**src/rtl/gpio_ctrl.sv**
```systemverilog
// Memory-mapped 32-bit GPIO peripheral: output/direction registers, input synchroniser,
// sticky rising-edge flags (write-1-to-clear) and a level interrupt.
module gpio_ctrl #(
    parameter int WIDTH       = 32,
    parameter int SYNC_STAGES = 2
) (
    input  logic             i_clk,
    input  logic             i_rst,
    input  logic             i_clk_en,
    input  logic [2:0]       i_addr,
    input  logic [WIDTH-1:0] i_wdata,
    input  logic             i_we,
    input  logic             i_re,
    output logic [WIDTH-1:0] o_rdata,
    output logic             o_ack,
    input  logic [WIDTH-1:0] i_gpio,
    output logic [WIDTH-1:0] o_gpio,
    output logic [WIDTH-1:0] o_gpio_oe,
    output logic             o_irq
);

    localparam logic [2:0] ADDR_OUT    = 3'd0;
    localparam logic [2:0] ADDR_DIR    = 3'd1;
    localparam logic [2:0] ADDR_IN     = 3'd2;
    localparam logic [2:0] ADDR_EDGE   = 3'd3;
    localparam logic [2:0] ADDR_IRQ_EN = 3'd4;

    localparam int              CNT_W      = 3;
    localparam logic [CNT_W-1:0] PRIME_INIT = CNT_W'(SYNC_STAGES + 1);

    logic [WIDTH-1:0] out_q;
    logic [WIDTH-1:0] dir_q;
    logic [WIDTH-1:0] edge_q;
    logic [WIDTH-1:0] irq_en_q;
    logic [WIDTH-1:0] prev_q;
    logic [WIDTH-1:0] sync_q [SYNC_STAGES];
    logic [CNT_W-1:0] prime_cnt;

    logic [WIDTH-1:0] sync_in;
    logic [WIDTH-1:0] rise;
    logic [WIDTH-1:0] w1c_mask;
    logic [WIDTH-1:0] edge_next;
    logic [WIDTH-1:0] irq_en_next;
    logic [WIDTH-1:0] rd_mux;

    // NOTE: every signal assigned in always_comb gets a default first so no latch is inferred.
    always_comb begin
        sync_in     = sync_q[SYNC_STAGES-1];
        rise        = '0;
        w1c_mask    = '0;
        irq_en_next = irq_en_q;
        rd_mux      = '0;

        // Edge capture stays masked until the synchroniser has flushed its reset contents.
        if (prime_cnt == '0)
            rise = sync_in & ~prev_q;
        if (i_we && i_addr == ADDR_EDGE)
            w1c_mask = i_wdata;
        if (i_we && i_addr == ADDR_IRQ_EN)
            irq_en_next = i_wdata;

        edge_next = (edge_q & ~w1c_mask) | rise;

        case (i_addr)
            ADDR_OUT:    rd_mux = out_q;
            ADDR_DIR:    rd_mux = dir_q;
            ADDR_IN:     rd_mux = sync_in;
            ADDR_EDGE:   rd_mux = edge_q;
            ADDR_IRQ_EN: rd_mux = irq_en_q;
            default:     rd_mux = '0;
        endcase
    end

    // NOTE: sequential state uses non-blocking assignments only, so every flop samples pre-edge values.
    always_ff @(posedge i_clk) begin
        if (i_rst) begin
            out_q     <= '0;
            dir_q     <= '0;
            edge_q    <= '0;
            irq_en_q  <= '0;
            prev_q    <= '0;
            prime_cnt <= PRIME_INIT;
            for (int i = 0; i < SYNC_STAGES; i++)
                sync_q[i] <= '0;
            o_rdata   <= '0;
            o_ack     <= 1'b0;
            o_irq     <= 1'b0;
        end else if (i_clk_en) begin
            sync_q[0] <= i_gpio;
            for (int i = 1; i < SYNC_STAGES; i++)
                sync_q[i] <= sync_q[i-1];
            prev_q <= sync_in;
            if (prime_cnt != '0)
                prime_cnt <= prime_cnt - 1'b1;

            edge_q   <= edge_next;
            irq_en_q <= irq_en_next;
            o_irq    <= |(edge_next & irq_en_next);
            o_ack    <= i_we | i_re;

            // A simultaneous read and write is handled as a write; o_rdata keeps its value.
            if (i_we) begin
                if (i_addr == ADDR_OUT) out_q <= i_wdata;
                if (i_addr == ADDR_DIR) dir_q <= i_wdata;
            end else if (i_re) begin
                o_rdata <= rd_mux;
            end
        end
    end

    assign o_gpio    = out_q;
    assign o_gpio_oe = dir_q;

endmodule
```
**config.mk**
```make
export PLATFORM = sky130hd
export DESIGN_NAME = gpio_ctrl
export DESIGN_NICKNAME = d
export VERILOG_FILES = /design/src/rtl/gpio_ctrl.sv
export SDC_FILE = /design/constraint.sdc
export NUM_CORES = 1
export LEC_CHECK = 0
export BUFFER_PORTS_ARGS = -buffer_cell sky130_fd_sc_hd__buf_4
export CORE_MARGIN = 2
export CORE_UTILIZATION = 55
export DETAILED_ROUTE_END_ITERATION = 16
export GPL_ROUTABILITY_DRIVEN = 0
export PLACE_DENSITY = 0.77
export SKIP_CTS_REPAIR_TIMING = 1
export SLEW_MARGIN = 0
export SYNTH_ARGS = -nofsm -noshare
export SYNTH_HDL_FRONTEND = slang
export SYNTH_SLANG_ARGS = --single-unit
```
**constraint.sdc**
```tcl
create_clock -name i_clk -period 6.6 [get_ports i_clk]
set_input_delay 0.33 -clock i_clk [delete_from_list [all_inputs] [get_ports i_clk]]
set_output_delay 0.33 -clock i_clk [all_outputs]
set_load 0.02 [all_outputs]
```
==> impl_metrics.ini <==
[sta]
fin_worst_hold_slack_ps = 75.99
grt_setup_unrepaired = false
timing_max_transition_violations_final = 0
finClkSkew_ps = 13.30
worst_slew_pin_slew_ps = 1307
period_needed_ps = 2996
hold_violation_count_in_the_final_report = 0
max_freq_mhz = 333.8
max_slew_margin_pct = 12.84
setup_viol = 0
totalNegativeSetupSlack_ps = 0
period_share_pct = 45.39

[critical_path]
crit_slowest_cell = nand4b_2
critical_path_buffer_and_inverter_count = 1
critical-path-top-delay-family = simple AND/OR/NAND/NOR gates
worstPathCellList = buf_4 -> nand4b_2 -> a221oi_1 -> o22ai_1 -> nor4_1 -> nand4_1 -> a22o_1
critPathRequiredTime_ps = 7030
timing.critical_path.to_type = flop
reg2reg_to = o_irq
worstRegToRegCells = 9
max_stage_delay_ps = 870
crit_type = in -> reg
cp_max_fo = 70
crit_path_start_kind = input pin
timing.rr.start = prime_cnt[0]
r2r_slack_ps = 4100
worst-endpoint-arrival_ps = 3420

[drt]
num_vias = 9678
highest-signal-layer = met4
initialDrtViolationCount = 1139
detailedRoute.firstPassIterationCount = 6
detail_route.wl_per_cell_um = 20.27
detail_route.wirelength.met1_mm = 13.91
met2_length_mm = 14.30
detail-route-antenna-nets = 0
detail_route.wirelength_mm = 32.21
detail_route.drc_violations = 0
drt-vias-per-instance = 6.091
met3RoutedLength_mm = 3.390

[min_path]
hold_end = o_gpio_oe[13]
min_delay_path_depth = 3
min_path_type = in -> reg
hold_path_startpoint = i_wdata[13]

[cells_and_area]
register_area_mm2 = 0.005866
num-nets-final = 1374
multi_input_comb_area_mm2 = 0.005160
drive_above_1_share_pct = 19.64
final.fill_count = 1655
diodes = 0
area_growth_syn_to_layout_pct = 18.75

[yosys]
synth-edff-count = 64
synthesis.area_mm2 = 0.01141
avgSynthCellArea_um2 = 9.554
synth_top_area_share_pct = 34.57
syn-instance-count = 1194
synth_top_area_cell = dfxtp_1
synth_seq_cells = 261
seq_area_frac_synth_pct = 51.42
synth_warnings = 0
ys_top_cells_by_area = dfxtp_1, edfxtp_1, a22oi_1
ys_dominant_reg_cell = dfxtp_1
synth_nets = 1268
commonest_cells_in_the_synthesized_netlist = dfxtp_1, nor2_1, nand2_1
synth.most_common_cell = dfxtp_1
async_flop_share_pct = 0
post_synth_num_cell_types = 34

[clock_tree]
tritoncts.num_buffers = 27
tritoncts_clock_tree = yes
clkLatencyLatePin_ps = 530
clock-sinks = 261
cts.path.max_buffers = 3
root_buffer = clkbuf_16
ctsHtreeMaxLevel = 1
clk_pin_slew_ps = 60

[global_routing]
wire_length_of_the_first_global_routing_pass_mm = 50.08
largest_net_degree_at_the_start_of_global_routing = 105
vias_in_the_first_global_route = 8819
antenna_found_initial = 0
globalRoute.totalOverflow = 0
globalRouteTotalUtil_pct = 28.60

[placement]
placement.io_buffers = 169
dp_hpwl_mm = 21.96

[floorplan]
die-area_mm2 = 0.02191
start_util_pct = 56.19
floorplan.die.height_um = 148.0
design.core.area_mm2 = 0.02030
core_rows = 52
die_w_um = 148.0
top_level_ports = 170

[power_and_ir_drop]
vdd_ir_drop_max_uv = 263.2
p_leak_nw = 5.135
post-layout-total-power_w = 0.003550
pwr_density_cell_mw_per_mm2 = 262.1

[outcome]
status = completed

[job]
max_cap_violations = 0
-- cell families after synthesis --
| kind of cell | share of synthesized area, % |
|---|---|
| flip-flops | 51.42 |
| AO/OA/AOI/OAI | 18.70 |
| buffers and inverters | 3.729 |
| AND/OR/NAND/NOR | 17.09 |
| multiplexers | 8.764 |
| adder cells (fa/ha/maj) | 0.2193 |
| XOR/XNOR | 0.07679 |
-- sequential cells by signal (all words and copies together), names as in the netlist --
register and flops:
o_ack 1, o_gpio_oe 32, irq_en_q 32, o_rdata 32, o_gpio 32, prime_cnt 3
sync_q 64, o_irq 1, edge_q 32, prev_q 32
-- worst max-delay path by stage --
stage	from	endpoint	slack, ps	cells past startpoint
finish	i_addr[1]	o_irq	3600	7
CTS	i_addr[1]	o_irq	3690	7
floorplan	i_rst	sync_q[0][0]	4020	4
global placement	i_addr[1]	o_irq	3240	7
global route	i_addr[1]	o_irq	3440	7
detailed placement	i_addr[1]	o_irq	3150	7
-- layout make-up --
cell class / instances / area share (%)
sequential: 261 / 43.30
multi-input combinational: 824 / 38.09
timing repair buffer: 182 / 10.11
clock buffer: 38 / 5.367
tap: 270 / 2.494
clock inverter: 10 / 0.5173
inverter: 4 / 0.1108
-- power by group --
group	internal [W]	total, W	switching, W	leakage (nW)
Sequential	0.00172	0.00177	0.0000583	2.30
Combinational	0.000151	0.000371	0.000220	2.44
Clock	0.000801	0.00141	0.000605	0.392
-- routing by layer --
metal	GRT usage (%)	vias up
met1	42.79	4603
met3	6.327	48
li1	-	4516
met5	0	-
met2	42.66	511
met4	6.143	0
-- worst register-to-register path: stages (launching register included) --
cell	delay [ps]
dfxtp_1	310
inv_1	60
ha_1	200
nor2b_2	160
buf_4	250
a221oi_1	470
o22ai_1	140
nor4_1	360
nand4_1	210
a22o_1	240
-- through the flow --
step	setup slack (ps)	std cells	utilization [%]	area, um2
3_5_place_dp	3153	1541	62.80	12750
5_1_grt	3436	1589	66.73	13550
4_1_cts	3692	1589	66.73	13550
3_3_place_gp	3238	1541	62.80	12750
6_report	3604	1589	66.73	13550
2_1_floorplan	4018	1194	-	11410
-- cells in the final DEF (no fill, tap or decap), types with 2 or more instances in the layout --
cell	instances
dfxtp_1	197
buf_4	181
nor2_1	133
nand2_1	132
a22oi_1	94
a21oi_1	66
mux2i_1	65
nor2b_1	64
a211oi_1	64
and2_1	64
edfxtp_1	64
o22ai_1	48
a221oi_1	32
mux2_2	31
clkbuf_16	27
clkbuf_1	10
clkinv_2	5
nor2b_2	4
nor4_1	4
clkinv_1	4
nand3b_1	3
nand2b_1	3
inv_1	2
inv_2	2
ha_1	2
No activity file was read; power rests on OpenSTA's default activity.
